===== src/rtl/sev_segment_pkg.sv =====
// sev_segment_pkg
//   Constants shared by the seven-segment encoder and the capture path:
//   segment patterns {a,b,c,d,e,f,g} (a = bit 6, active-high), the BCD
//   codes used for blank and unrecognised digits, and the capture FSM
//   state type.
package sev_segment_pkg;

  localparam logic [6:0] SEG_0     = 7'b1111110;
  localparam logic [6:0] SEG_1     = 7'b0110000;
  localparam logic [6:0] SEG_2     = 7'b1101101;
  localparam logic [6:0] SEG_3     = 7'b1111001;
  localparam logic [6:0] SEG_4     = 7'b0110011;
  localparam logic [6:0] SEG_5     = 7'b1011011;
  localparam logic [6:0] SEG_6     = 7'b1011111;
  localparam logic [6:0] SEG_7     = 7'b1110000;
  localparam logic [6:0] SEG_8     = 7'b1111111;
  localparam logic [6:0] SEG_9     = 7'b1111011;
  localparam logic [6:0] SEG_BLANK = 7'b0000000;

  localparam logic [3:0] BCD_BLANK = 4'hF;
  localparam logic [3:0] BCD_ERR   = 4'hE;

  // Per-sample capture state: WAIT until a digit has dwelt long enough,
  // LOCKED afterwards so one dwell yields exactly one capture.
  typedef enum logic {
    WAIT   = 1'b0,
    LOCKED = 1'b1
  } cap_state_t;

endpackage


===== src/rtl/sev_segment_decode.sv =====
// sev_segment_decode
//   Combinational inverse of the BCD-to-seven-segment encoder.
//   Ports:
//     seg  in  7  segment pattern {a,b,c,d,e,f,g}, a = bit 6
//     bcd  out 4  decoded digit; 4'hF for blank, 4'hE for unrecognised
//     err  out 1  set when the pattern is not a digit and not blank
module sev_segment_decode
  import sev_segment_pkg::*;
(
  input  logic [6:0] seg,
  output logic [3:0] bcd,
  output logic       err
);

  always_comb begin
    // NOTE: every output gets a default before the case, so no path
    // leaves a value unassigned and no latch is inferred.
    bcd = BCD_ERR;
    err = 1'b1;
    case (seg)
      SEG_0:     begin bcd = 4'd0;      err = 1'b0; end
      SEG_1:     begin bcd = 4'd1;      err = 1'b0; end
      SEG_2:     begin bcd = 4'd2;      err = 1'b0; end
      SEG_3:     begin bcd = 4'd3;      err = 1'b0; end
      SEG_4:     begin bcd = 4'd4;      err = 1'b0; end
      SEG_5:     begin bcd = 4'd5;      err = 1'b0; end
      SEG_6:     begin bcd = 4'd6;      err = 1'b0; end
      SEG_7:     begin bcd = 4'd7;      err = 1'b0; end
      SEG_8:     begin bcd = 4'd8;      err = 1'b0; end
      SEG_9:     begin bcd = 4'd9;      err = 1'b0; end
      SEG_BLANK: begin bcd = BCD_BLANK; err = 1'b0; end
      default:   ;
    endcase
  end

endmodule


===== src/rtl/sev_segment_capture.sv =====
// sev_segment_capture
//   Watches a multiplexed seven-segment bus, captures each digit once its
//   pattern has settled, decodes it back to BCD and assembles one word per
//   scan frame, offered on a valid/ready port.
//   Parameters:
//     NUM_DIGITS     number of multiplexed digits (>= 2)
//     STABLE_CYCLES  identical registered samples needed to capture (>= 2)
//   Ports:
//     clk        in   system clock, rising edge
//     rst        in   synchronous active-high reset
//     seg        in   7           segment pattern, a = bit 6
//     dig_sel    in   NUM_DIGITS  one-hot digit select
//     out_ready  in   1           consumer accepts the frame
//     out_valid  out  1           frame available
//     bcd_out    out  4*NUM_DIGITS  digit i in bits [4i+3:4i]
//     err_mask   out  NUM_DIGITS  digit i held an unrecognised pattern
//     overrun    out  1           one-cycle pulse per dropped frame
module sev_segment_capture
  import sev_segment_pkg::*;
#(
  parameter int NUM_DIGITS    = 4,
  parameter int STABLE_CYCLES = 4
) (
  input  logic                    clk,
  input  logic                    rst,
  input  logic [6:0]              seg,
  input  logic [NUM_DIGITS-1:0]   dig_sel,
  input  logic                    out_ready,
  output logic                    out_valid,
  output logic [4*NUM_DIGITS-1:0] bcd_out,
  output logic [NUM_DIGITS-1:0]   err_mask,
  output logic                    overrun
);

  localparam int               CNT_W   = $clog2(STABLE_CYCLES) + 1;
  localparam logic [CNT_W-1:0] CNT_MAX = CNT_W'(STABLE_CYCLES);
  localparam logic [CNT_W-1:0] CNT_ONE = CNT_W'(1);

  // Input register and the previous registered sample used for change
  // detection.
  logic [6:0]            s_seg, p_seg;
  logic [NUM_DIGITS-1:0] s_sel, p_sel;
  logic [CNT_W-1:0]      stab_cnt;
  logic [CNT_W-1:0]      stab_nxt;
  logic                  changed;

  cap_state_t            state;

  // Collected slots for the frame in progress.
  logic [4*NUM_DIGITS-1:0] slot_bcd;
  logic [NUM_DIGITS-1:0]   slot_err;
  logic [NUM_DIGITS-1:0]   seen;

  logic [3:0]            dec_bcd;
  logic                  dec_err;
  logic                  sel_onehot;
  logic                  capture;
  logic [NUM_DIGITS-1:0] cap_vec;
  logic                  frame_done;
  logic                  load;

  sev_segment_decode u_decode (
    .seg (s_seg),
    .bcd (dec_bcd),
    .err (dec_err)
  );

  always_comb begin
    changed    = ({s_seg, s_sel} != {p_seg, p_sel});
    stab_nxt   = stab_cnt;
    if (changed) begin
      stab_nxt = CNT_ONE;
    end else if (stab_cnt != CNT_MAX) begin
      stab_nxt = stab_cnt + CNT_ONE;
    end
    sel_onehot = $onehot(s_sel);
    // Capture on the edge at which the counter reaches its limit, hence the
    // look-ahead value rather than the registered one.
    capture    = (state == WAIT) && (stab_nxt == CNT_MAX) && sel_onehot;
    cap_vec    = capture ? s_sel : '0;
    frame_done = &seen;
    load       = frame_done && (!out_valid || out_ready);
  end

  // Input sampling and stability counting.
  always_ff @(posedge clk) begin
    // NOTE: sequential state uses non-blocking assignments so every
    // register samples the pre-edge values of the others.
    if (rst) begin
      s_seg    <= '0;
      s_sel    <= '0;
      p_seg    <= '0;
      p_sel    <= '0;
      stab_cnt <= '0;
    end else begin
      s_seg    <= seg;
      s_sel    <= dig_sel;
      p_seg    <= s_seg;
      p_sel    <= s_sel;
      stab_cnt <= stab_nxt;
    end
  end

  // Capture FSM: one capture per dwell; any change of the sample re-arms.
  always_ff @(posedge clk) begin
    if (rst) begin
      state <= WAIT;
    end else begin
      case (state)
        WAIT:    if (capture) state <= LOCKED;
        LOCKED:  if (changed) state <= WAIT;
        default: state <= WAIT;
      endcase
    end
  end

  // Slot collection and frame assembly. A recapture before the frame
  // completes simply overwrites its slot.
  always_ff @(posedge clk) begin
    if (rst) begin
      // NOTE: the slot storage is reset along with the control state so the
      // datapath never holds X, even though a frame is only formed after
      // every slot has been written.
      slot_bcd <= {NUM_DIGITS{BCD_BLANK}};
      slot_err <= '0;
      seen     <= '0;
    end else begin
      for (int i = 0; i < NUM_DIGITS; i++) begin
        if (cap_vec[i]) begin
          slot_bcd[4*i +: 4] <= dec_bcd;
          slot_err[i]        <= dec_err;
        end
      end
      // The completed frame is handed off on this edge, so seen restarts
      // from whatever is being captured right now.
      seen <= frame_done ? cap_vec : (seen | cap_vec);
    end
  end

  // Output register with valid/ready handshake. A frame that cannot be
  // loaded because the held one is not being accepted is dropped.
  always_ff @(posedge clk) begin
    if (rst) begin
      out_valid <= 1'b0;
      bcd_out   <= {NUM_DIGITS{BCD_BLANK}};
      err_mask  <= '0;
      overrun   <= 1'b0;
    end else begin
      if (load) begin
        out_valid <= 1'b1;
        bcd_out   <= slot_bcd;
        err_mask  <= slot_err;
      end else if (out_ready) begin
        out_valid <= 1'b0;
      end
      overrun <= frame_done && out_valid && !out_ready;
    end
  end

endmodule


===== config.mk =====
export PLATFORM = sky130hd
export DESIGN_NAME = sev_segment_capture
export DESIGN_NICKNAME = d
export VERILOG_FILES = /design/src/rtl/sev_segment_pkg.sv /design/src/rtl/sev_segment_decode.sv /design/src/rtl/sev_segment_capture.sv
export SDC_FILE = /design/constraint.sdc
export NUM_CORES = 1
export LEC_CHECK = 0
export ABC_AREA = 1
export CAP_MARGIN = 0
export CORE_MARGIN = 2
export CORE_UTILIZATION = 25
export DETAILED_ROUTE_END_ITERATION = 6
export REMOVE_ABC_BUFFERS = 1
export SLEW_MARGIN = 40
export SYNTH_ARGS = -nofsm -noshare
export SYNTH_HDL_FRONTEND = slang
export SYNTH_SLANG_ARGS = --single-unit
export TNS_END_PERCENT = 5

===== constraint.sdc =====
create_clock -name clk -period 2.8 [get_ports clk]
set_input_delay 0.56 -clock clk [delete_from_list [all_inputs] [get_ports clk]]
set_output_delay 0.56 -clock clk [all_outputs]
set_load 0.01 [all_outputs]

==> impl_metrics.py, run 1 <==
metrics = {
    "cts": {
        "tritoncts": "done",
        "cts.repair_timing.setup_buffer_count": 0,
        "cts_hold_buf": 0,
        "cts.repair.resized": 0,
        "clock_sinks": 72,
        "cts.htree.levels": 3,
        "numCtsBuffers": 9,
        "worstSkewPairLatency_ns": 0.34,
        "root_buffer_master": "sky130_fd_sc_hd__clkbuf_16",
        "clock_transition_at_the_register_clock_pins_on_the_worst_setup_and_hold_paths_after_cts_ns": 0.06,
        "max-clock-path-buffers": 2,
    },
    "floorplan": {
        "die_width_um": 113,
        "die_h_um": 113,
        "rows": 39,
        "num_io_pins": 36,
        "core_area_sq_mm": 0.0115,
        "die_area_sq_mm": 0.0128,
        "initial_core_utilization_pct": 25.9,
    },
    "worst_setup_path": {
        "cpLargestDelayFamily": "adder cells",
        "setup.worst_path.class": "reg -> reg",
        "worstSetupStartpointType": "register",
        "arrival_ns": 2.76,
        "critPathBufInv": 3,
        "end_kind": "register",
        "cell_with_the_largest_stage_delay_on_the_worst_path": "sky130_fd_sc_hd__fa_1",
        "worstPathCellList": "inv_2 -> fa_1 -> inv_1 -> ha_1 -> ha_1 -> nor3_1 -> nand2_1 -> nor2_2 -> inv_2 -> nor2_8 -> nand2_4 -> nand2_1 -> nand3_1",
        "crit_required_ns": 3.00,
        "ff2ff_setup_slack_ns": 0.24,
        "critical_path.max_stage_delay_ns": 0.53,
        "worstPathMaxFanout": 8,
    },
    "timing": {
        "fin_skew_ns": 0.00501,
        "finalMaxSlewViolations": 0,
        "final.setup.worst_slack_ns": 0.244,
        "worst_slew_pin_slew_ns": 0.683,
        "shortest_clock_period_the_worst_path_allows_after_layout_ns": 2.56,
        "rsz0062_at_grt": "false",
        "fin_crit_sh_pct": 91.3,
        "worst_hold_slack_ns": 0.454,
        "finalHoldViolCount": 0,
        "achievable-frequency_ghz": 0.391,
        "setup_tns_ns": 0,
        "timing.max_slew.rel_slack_pct": 54.4,
        "final-setup-viol-count": 0,
    },
    "cells_and_area": {
        "area_growth_pct": 27.9,
        "drive_above_1_share_pct": 12.8,
        "antenna_diode_count": 0,
        "final_nets": 450,
        "layout.filler_cells": 1221,
        "register_area_sq_mm": 0.00144,
        "multiInputGateArea_sq_mm": 0.00133,
        "utilization_pct": 33.2,
    },
    "flow_run": {
        "drv.max_cap_violation_count": 0,
    },
    "route": {
        "detailroute.wirelength.met2_um": 2740,
        "routed-wl-met3_um": 344,
        "firstDrtPassIters": 4,
        "detailroute.via_count": 2435,
        "wl_met1_um": 3020,
        "totalWireLength_um": 6220,
        "detail_route.vias_per_cell": 4.21,
        "antenna_violating_nets_post_route": 0,
        "routed_length_per_placed_instance_um": 10.7,
        "number_of_drc_markers_in_iteration_0": 77,
        "top_layer_used": "met4",
        "post-route-drc-count": 0,
    },
    "place": {
        "gpl.final_weighted_congestion": 0.821,
        "placement.io_buffers": 35,
        "place_ws_ns": 0.242,
        "dp_hpwl_um": 4320,
    },
    "synthesis": {
        "dominant_synthesized_flop_cell": "sky130_fd_sc_hd__dfxtp_1",
        "syn_area_sq_mm": 0.00299,
        "ys_seq_area_share_pct": 48.3,
        "synth_area_per_inst_sq_um": 7.66,
        "synth_top_cell_by_area": "sky130_fd_sc_hd__dfxtp_1",
        "synth_most_common_cell": "sky130_fd_sc_hd__nand2_1",
        "ys_top_cells_by_count": "sky130_fd_sc_hd__nand2_1, sky130_fd_sc_hd__dfxtp_1, sky130_fd_sc_hd__nor2_1, sky130_fd_sc_hd__nand3_1, sky130_fd_sc_hd__inv_1",
        "async_reset_ff_share_pct": 0,
        "yosys_warns": 0,
        "synth.ff_latch_count": 72,
        "number_of_enable_flip_flop_cells_after_synthesis": 0,
        "syn-instance-count": 390,
        "synth.area.top_cells": "sky130_fd_sc_hd__dfxtp_1, sky130_fd_sc_hd__nand2_1, sky130_fd_sc_hd__nand3_1",
        "synth_cell_types": 28,
        "synth_top_cell_area_share_pct": 48.3,
    },
    "power_and_ir_drop": {
        "vdd.ir_drop.worst_mv": 0.244,
        "power.density_cell_area_mw_per_mm2": 605,
        "total_leakage_power_nw": 1.79,
        "power_w": 0.00231,
    },
    "grt": {
        "grt_first_pass_wirelength_um": 10800,
        "gr-total-overflow": 0,
        "grt_usage_pct": 10.6,
        "pin_count_of_the_biggest_net_entering_global_routing": 43,
        "antenna_violations_before_repair": 0,
        "grt_pass1_vias": 2368,
    },
    "min_path": {
        "worstHoldPathType": "reg -> reg",
    },
    "run_status": {
        "outcome": "finished clean",
    },
}
-- final timing paths --
path                            cells past startpoint        from          end
worst max-delay path                               13    s_sel[0]  slot_bcd[5]
worst min-delay path                                2  bcd_out[2]   bcd_out[2]
worst max register to register                     13    s_sel[0]  slot_bcd[5]
worst min register to register                      2  bcd_out[2]   bcd_out[2]
-- kinds of logic after synthesis --
group / share of synthesized area, %
AO/OA/AOI/OAI: 3.60
XOR/XNOR: 2.10
adder cells (fa/ha/maj): 2.35
buffers and inverters: 7.16
flip-flops: 48.3
AND/OR/NAND/NOR: 36.5
-- metal layers --
| layer | global-route usage (%) | vias up |
|---|---|---|
| met5 | 0 | - |
| met4 | 3.66 | 0 |
| met3 | 4.28 | 13 |
| met1 | 12.9 | 1081 |
| li1 | - | 1293 |
| met2 | 17.0 | 48 |
-- placed cells by master, fill, tap and decap left out, types with 5 or more instances in the layout --
cell	n
sky130_fd_sc_hd__nand2_1	111
sky130_fd_sc_hd__dfxtp_1	72
sky130_fd_sc_hd__nor2_1	46
sky130_fd_sc_hd__nand3_1	43
sky130_fd_sc_hd__inv_1	40
sky130_fd_sc_hd__clkdlybuf4s50_1	35
sky130_fd_sc_hd__clkbuf_16	9
sky130_fd_sc_hd__o21ai_0	8
sky130_fd_sc_hd__nor2_4	7
sky130_fd_sc_hd__nand2_2	6
sky130_fd_sc_hd__buf_4	6
sky130_fd_sc_hd__inv_2	5
sky130_fd_sc_hd__nor3_1	5
-- metrics by stage --
| stage | instances | instance area [sq um] |
|---|---|---|
| 2_1_floorplan | 379 | 2950 |
| 3_3_place_gp | 563 | 3520 |
| 3_5_place_dp | 563 | 3520 |
| 4_1_cts | 579 | 3820 |
| 5_1_grt | 579 | 3820 |
| 6_report | 579 | 3820 |
-- flip-flops by register name, summed over array words and instances (netlist names) --
signal,flops
bcd_out,16
slot_bcd,16
p_seg,7
s_seg,7
err_mask,4
p_sel,4
s_sel,4
seen,4
slot_err,4
stab_cnt,3
out_valid,1
overrun,1
state,1
-- power breakdown --
part	total (W)	internal (W)	switching, W
sequential	0.00105	0.00104	0.0000138
clock	0.00113	0.000681	0.000446
combinational	0.000131	0.0000512	0.0000797
-- final cells by class --
type | instances | share of cell area (%)
Timing Repair Buffer | 41 | 10.4
Multi-Input combinational cell | 261 | 34.9
Tap cell | 143 | 4.68
Sequential cell | 72 | 37.7
Clock inverter | 4 | 0.884
Clock buffer | 12 | 6.98
Inverter | 46 | 4.52
-- tightest hold or removal path, cell delays in order, from the launching register on --
cell and delay, ns:
sky130_fd_sc_hd__dfxtp_1 0.32, sky130_fd_sc_hd__nand2_1 0.05, sky130_fd_sc_hd__nand3_1 0.05
Note: power is estimated with default switching activity, not from simulation.
==> inputs of run 2 (changes only) <==
--- a/config.mk
+++ b/config.mk
@@ -7,11 +7,14 @@
 export LEC_CHECK = 0
 export ABC_AREA = 1
 export CAP_MARGIN = 0
+export CELL_PAD_IN_SITES_DETAIL_PLACEMENT = 1
+export CELL_PAD_IN_SITES_GLOBAL_PLACEMENT = 1
 export CORE_MARGIN = 2
 export CORE_UTILIZATION = 25
 export DETAILED_ROUTE_END_ITERATION = 6
+export PLACE_DENSITY_LB_ADDON = 0.1
 export REMOVE_ABC_BUFFERS = 1
-export SLEW_MARGIN = 40
+export SLEW_MARGIN = 20
 export SYNTH_ARGS = -nofsm -noshare
 export SYNTH_HDL_FRONTEND = slang
 export SYNTH_SLANG_ARGS = --single-unit
==> constraint.sdc (replaced) <==
create_clock -name clk -period 2.4 [get_ports clk]
set_input_delay 0.48 -clock clk [delete_from_list [all_inputs] [get_ports clk]]
set_output_delay 0.48 -clock clk [all_outputs]
set_load 0.01 [all_outputs]
==> impl_metrics.py, run 2 (same netlist as run 1, synthesis figures left out) <==
metrics = {
    "route": {
        "detailroute.via_count": 2516,
        "antenna_violating_nets_post_route": 0,
        "routed_length_per_placed_instance_um": 12.7,
        "wl_met1_um": 3520,
        "top_layer_used": "met4",
        "firstDrtPassIters": 4,
        "totalWireLength_um": 7460,
        "routed-wl-met3_um": 212,
        "detailroute.wirelength.met2_um": 3570,
        "detail_route.vias_per_cell": 4.28,
        "post-route-drc-count": 0,
        "number_of_drc_markers_in_iteration_0": 54,
    },
    "floorplan": {
        "initial_core_utilization_pct": 25.9,
        "num_io_pins": 36,
        "die_area_sq_mm": 0.0128,
        "die_h_um": 113,
        "core_area_sq_mm": 0.0115,
        "die_width_um": 113,
        "rows": 39,
    },
    "cts": {
        "max-clock-path-buffers": 2,
        "numCtsBuffers": 9,
        "root_buffer_master": "sky130_fd_sc_hd__clkbuf_16",
        "cts.htree.levels": 3,
        "cts_hold_buf": 0,
        "clock_transition_at_the_register_clock_pins_on_the_worst_setup_and_hold_paths_after_cts_ns": 0.06,
        "tritoncts": "done",
        "worstSkewPairLatency_ns": 0.34,
        "clock_sinks": 72,
    },
    "power_and_ir_drop": {
        "switching_share_pct": 22.8,
        "power.switching_w": 0.000644,
        "intPower_w": 0.00218,
        "power.density_cell_area_mw_per_mm2": 713,
        "total_leakage_power_nw": 1.84,
        "comb_power_share_pct": 6.4,
        "vdd.ir_drop.worst_mv": 0.272,
        "power.share.clock_pct": 50.0,
        "power.share.sequential_pct": 43.6,
    },
    "cells_and_area": {
        "layout.cell_area.non_filler_sq_mm": 0.00396,
        "area_growth_pct": 32.6,
        "layout_common_cells": "sky130_fd_sc_hd__nand2_1, sky130_fd_sc_hd__dfxtp_1, sky130_fd_sc_hd__nor2_1",
        "fin_cells": 588,
        "final_nets": 459,
        "drive_above_1_share_pct": 17.3,
        "layout.filler_cells": 1414,
        "commonest_non_fill_non_tap_cell_in_the_layout": "sky130_fd_sc_hd__nand2_1",
        "antenna_diode_count": 0,
        "reg.largest.list": "bcd_out: 16 flops, slot_bcd: 16 flops",
    },
    "place": {
        "dp_hpwl_um": 5350,
        "place_ws_ns": -0.142,
        "placed_cells": 570,
        "placement.io_buffers": 35,
        "placedInstanceArea_sq_mm": 0.00357,
        "gpl.final_weighted_congestion": 0.713,
    },
    "grt": {
        "grt_first_pass_wirelength_um": 12500,
        "antenna_violations_before_repair": 0,
        "grt_pass1_vias": 2638,
        "grt_usage_pct": 12.7,
        "gr-total-overflow": 0,
        "pin_count_of_the_biggest_net_entering_global_routing": 43,
    },
    "timing": {
        "fin_crit_sh_pct": 98.6,
        "worst_slew_pin_slew_ns": 0.789,
        "timing.max_slew.rel_slack_pct": 46.8,
        "finalMaxSlewViolations": 0,
        "setup_tns_ns": 0,
        "achievable-frequency_ghz": 0.422,
        "rsz0062_at_grt": "true",
        "fin_skew_ns": 0.00735,
        "final-setup-viol-count": 0,
        "finalHoldViolCount": 0,
        "final.setup.worst_slack_ns": 0.0329,
        "shortest_clock_period_the_worst_path_allows_after_layout_ns": 2.37,
    },
    "flow_run": {
        "drv.max_cap_violation_count": 0,
    },
    "worst_setup_path": {
        "crit_required_ns": 2.68,
        "critPathBufInv": 3,
        "end_kind": "register",
        "critical_path.max_stage_delay_ns": 0.54,
        "worstSetupStartpointType": "register",
        "worstPathMaxFanout": 5,
        "cpLargestDelayFamily": "adder cells",
        "setup.worst_path.class": "reg -> reg",
        "cell_with_the_largest_stage_delay_on_the_worst_path": "sky130_fd_sc_hd__fa_1",
        "arrival_ns": 2.65,
        "worstPathCellList": "inv_2 -> fa_1 -> inv_2 -> ha_4 -> ha_4 -> nor3_4 -> nand2_1 -> nor2_2 -> buf_4 -> nand3_4 -> nor2_4 -> nand2_1 -> nand3_1",
    },
    "min_path": {
        "worstHoldPathType": "reg -> reg",
    },
    "run_status": {
        "outcome": "finished clean",
    },
}
run 2: changes by cell type in the layout (fill, tap and decap cells not counted), sizes merged:
cell,before,now
buf,6,15
inv,48,45
clkinv,1,3
bufinv,0,1
run 2: final timing paths:
check             start           end  slack, ns  cells past startpoint
min reg2reg  bcd_out[1]    bcd_out[1]       0.46                      2
max reg2reg    s_sel[0]  slot_bcd[14]       0.03                     13
min          bcd_out[1]    bcd_out[1]       0.46                      2
max            s_sel[0]  slot_bcd[14]       0.03                     13
run 2: final cells by class:
cell class              instances  area [sq um]  area share [%]
flip-flops and latches         72          1440            36.5
multi-input cells             261          1380            34.9
repair buffers                 50           463            11.7
clock buffers                  12           267            6.73
well taps                     143           179            4.52
inverters                      46           173            4.36
clock inverters                 4          51.3            1.30
run 2: power groups by stage:
stage / Clock, W / Combinational [W] / Sequential, W
global route: 0.00151 / 0.000206 / 0.00123
global placement: 0 / 0.000166 / 0.00126
finish: 0.00141 / 0.000182 / 0.00123
floorplan: 0 / 0.0000930 / 0.00126
detailed placement: 0 / 0.000168 / 0.00126
CTS: 0.00147 / 0.000180 / 0.00123
run 2: repair_timing:
item,in CTS,in global routing
buffers inserted,1,1
setup endpoints to repair,24,24
pin swaps,7,9
gates resized for setup,8,6
run 2: per-layer routing:
layer	vias to the layer above	global-route usage, %
met5	-	0
li1	1312	-
met4	0	6.59
met1	1158	14.8
met2	34	21.9
met3	12	2.79
run 2: stage by stage:
step	total power, W	hold WS (ns)	util, %
after floorplan	0.00135	0.437	-
after global placement	0.00142	0.438	31.0
after detailed placement	0.00142	0.444	31.0
after CTS	0.00288	0.459	34.1
after global routing	0.00295	0.489	34.4
final	0.00282	0.456	34.4
run 2: worst min-delay path: cells and delay by family (launching register included):
kind,cells,cell delay (ns)
DFF,1,0.32
and+or+nand+nor,2,0.10
==> inputs of run 3 (changes only) <==
--- a/config.mk
+++ b/config.mk
@@ -10,7 +10,8 @@
 export CELL_PAD_IN_SITES_DETAIL_PLACEMENT = 1
 export CELL_PAD_IN_SITES_GLOBAL_PLACEMENT = 1
 export CORE_MARGIN = 2
-export CORE_UTILIZATION = 25
+export CORE_UTILIZATION = 35
+export CTS_CLUSTER_DIAMETER = 60
 export DETAILED_ROUTE_END_ITERATION = 6
 export PLACE_DENSITY_LB_ADDON = 0.1
 export REMOVE_ABC_BUFFERS = 1
==> impl_metrics.py, run 3 (same netlist as run 1, synthesis figures left out) <==
metrics = {
    "worst_setup_path": {
        "worstPathCellList": "inv_2 -> fa_1 -> inv_2 -> ha_4 -> ha_4 -> nor3_2 -> nand2_1 -> nor2_4 -> inv_2 -> nor2_8 -> nand2_4 -> nand2_1 -> nand3_1",
        "worstPathMaxFanout": 8,
        "critical_path.max_stage_delay_ns": 0.56,
        "crit_required_ns": 2.63,
        "end_kind": "register",
        "critPathBufInv": 3,
        "cell_with_the_largest_stage_delay_on_the_worst_path": "sky130_fd_sc_hd__fa_1",
        "arrival_ns": 2.64,
        "top_cell_by_count_worst_path": "sky130_fd_sc_hd__inv_2",
        "setup.worst_path.class": "reg -> reg",
        "worstSetupStartpointType": "register",
        "cpLargestDelayFamily": "adder cells",
    },
    "route": {
        "firstDrtPassIters": 4,
        "post-route-drc-count": 0,
        "totalWireLength_um": 7090,
        "antenna_violating_nets_post_route": 0,
        "routed_length_per_placed_instance_um": 12.9,
        "number_of_drc_markers_in_iteration_0": 55,
        "detailroute.via_count": 2509,
        "detail_route.vias_per_cell": 4.57,
    },
    "grt": {
        "grt_first_pass_wirelength_um": 12000,
        "pin_count_of_the_biggest_net_entering_global_routing": 43,
        "gr-total-overflow": 0,
        "grt_pass1_vias": 2534,
        "grt_usage_pct": 17.2,
        "antenna_violations_before_repair": 0,
    },
    "place": {
        "gpl.final_weighted_congestion": 0.794,
        "placed_cells": 531,
        "place_ws_ns": -0.206,
        "placement.io_buffers": 35,
        "dp_hpwl_um": 5110,
    },
    "floorplan": {
        "core_area_sq_mm": 0.00826,
        "rows": 33,
        "die_area_sq_mm": 0.00929,
        "die_h_um": 96.4,
        "initial_core_utilization_pct": 36.2,
        "die_width_um": 96.4,
        "num_io_pins": 36,
    },
    "cts": {
        "clock_sinks": 72,
        "tritoncts": "done",
        "worstSkewPairLatency_ns": 0.35,
        "clock_transition_at_the_register_clock_pins_on_the_worst_setup_and_hold_paths_after_cts_ns": 0.08,
        "max-clock-path-buffers": 2,
        "numCtsBuffers": 9,
        "root_buffer_master": "sky130_fd_sc_hd__clkbuf_8",
        "cts.htree.levels": 3,
        "cts_hold_buf": 0,
    },
    "cells_and_area": {
        "commonest_non_fill_non_tap_cell_in_the_layout": "sky130_fd_sc_hd__nand2_1",
        "fin_cells": 549,
        "final_nets": 458,
        "layout_common_cells": "sky130_fd_sc_hd__nand2_1, sky130_fd_sc_hd__dfxtp_1, sky130_fd_sc_hd__nor2_1",
        "drive_above_1_share_pct": 16.2,
        "layout.filler_cells": 1026,
        "antenna_diode_count": 0,
        "area_growth_pct": 27.2,
        "reg.largest.list": "bcd_out: 16 flops, slot_bcd: 16 flops",
    },
    "timing": {
        "rsz0062_at_grt": "true",
        "finalHoldViolCount": 0,
        "shortest_clock_period_the_worst_path_allows_after_layout_ns": 2.41,
        "fin_crit_sh_pct": 100,
        "finalMaxSlewViolations": 0,
        "timing.max_slew.rel_slack_pct": 57.7,
        "fin_skew_ns": 0.0101,
        "final.setup.worst_slack_ns": -0.0116,
        "achievable-frequency_ghz": 0.415,
        "final-setup-viol-count": 5,
        "worst_slew_pin_slew_ns": 0.633,
    },
    "flow_run": {
        "drv.max_cap_violation_count": 0,
    },
    "power_and_ir_drop": {
        "power.density_cell_area_mw_per_mm2": 651,
        "vdd.ir_drop.worst_mv": 0.237,
        "power_w": 0.00247,
        "total_leakage_power_nw": 1.78,
    },
    "min_path": {
        "worstHoldPathType": "reg -> reg",
    },
    "run_status": {
        "outcome": "complete, but fails checks",
        "violations_in_the_final_reports": "setup timing",
    },
}
run 3: cell count changes in the layout (fill, tap and decap cells not counted), moves of 2 or more:
cell / change
sky130_fd_sc_hd__clkbuf_16: -9
sky130_fd_sc_hd__clkbuf_8: +6
sky130_fd_sc_hd__nand2_2: -2
sky130_fd_sc_hd__nand2_1: +2
run 3: repair_timing:
action,4_1_cts,5_1_grt
endpoints found under the setup margin,24,24
resized for setup,10,1
buffers inserted,1,1
endpoints found under the hold margin,0,0
pin swaps,7,8
run 3: path summary, 6_finish.rpt:
| check | startpoint | end | slack (ns) | cells after the start |
|---|---|---|---|---|
| max | s_sel[1] | slot_bcd[14] | -0.01 | 13 |
| min | bcd_out[14] | bcd_out[14] | 0.46 | 2 |
| max reg2reg | s_sel[1] | slot_bcd[14] | -0.01 | 13 |
| min reg2reg | bcd_out[14] | bcd_out[14] | 0.46 | 2 |
run 3: cell type report:
| type | count | area [sq um] | area share [%] |
|---|---|---|---|
| clock buffer | 10 | 128 | 3.36 |
| sequential | 72 | 1440 | 38.0 |
| clock inverter | 6 | 92.6 | 2.44 |
| inverter | 46 | 173 | 4.54 |
| tap | 105 | 131 | 3.46 |
| timing repair buffer | 49 | 455 | 12.0 |
| multi-input combinational | 261 | 1380 | 36.2 |
run 3: power breakdown:
| group | switching [W] | internal (W) |
|---|---|---|
| logic | 0.000106 | 0.0000728 |
| registers | 0.0000156 | 0.00121 |
| clock network | 0.000476 | 0.000591 |
| total | 0.000598 | 0.00188 |
run 3: stage by stage:
step	cell area (sq um)	hold WS, ns	setup TNS [ns]	util, %
after floorplan	2950	0.437	-2.12	-
after global placement	3520	0.438	-0.822	42.6
after detailed placement	3520	0.446	-3.53	42.6
after CTS	3790	0.468	0	45.9
after global routing	3800	0.488	-1.65	46.0
final	3800	0.460	-0.0361	46.0
run 3: worst reg2reg max path, delay by kind of cell, from the launching register on:
family | cells | cell delay, ns
adder cells (fa/ha/maj) | 3 | 0.92
buffers and inverters | 3 | 0.19
AND/OR/NAND/NOR | 7 | 0.83
flip-flops | 1 | 0.35
run 3: routing by layer:
metal	wire length, um	global-route usage [%]
met5	0	0
met4	138	7.86
met3	166	2.79
met2	3420	29.7
met1	3360	21.0
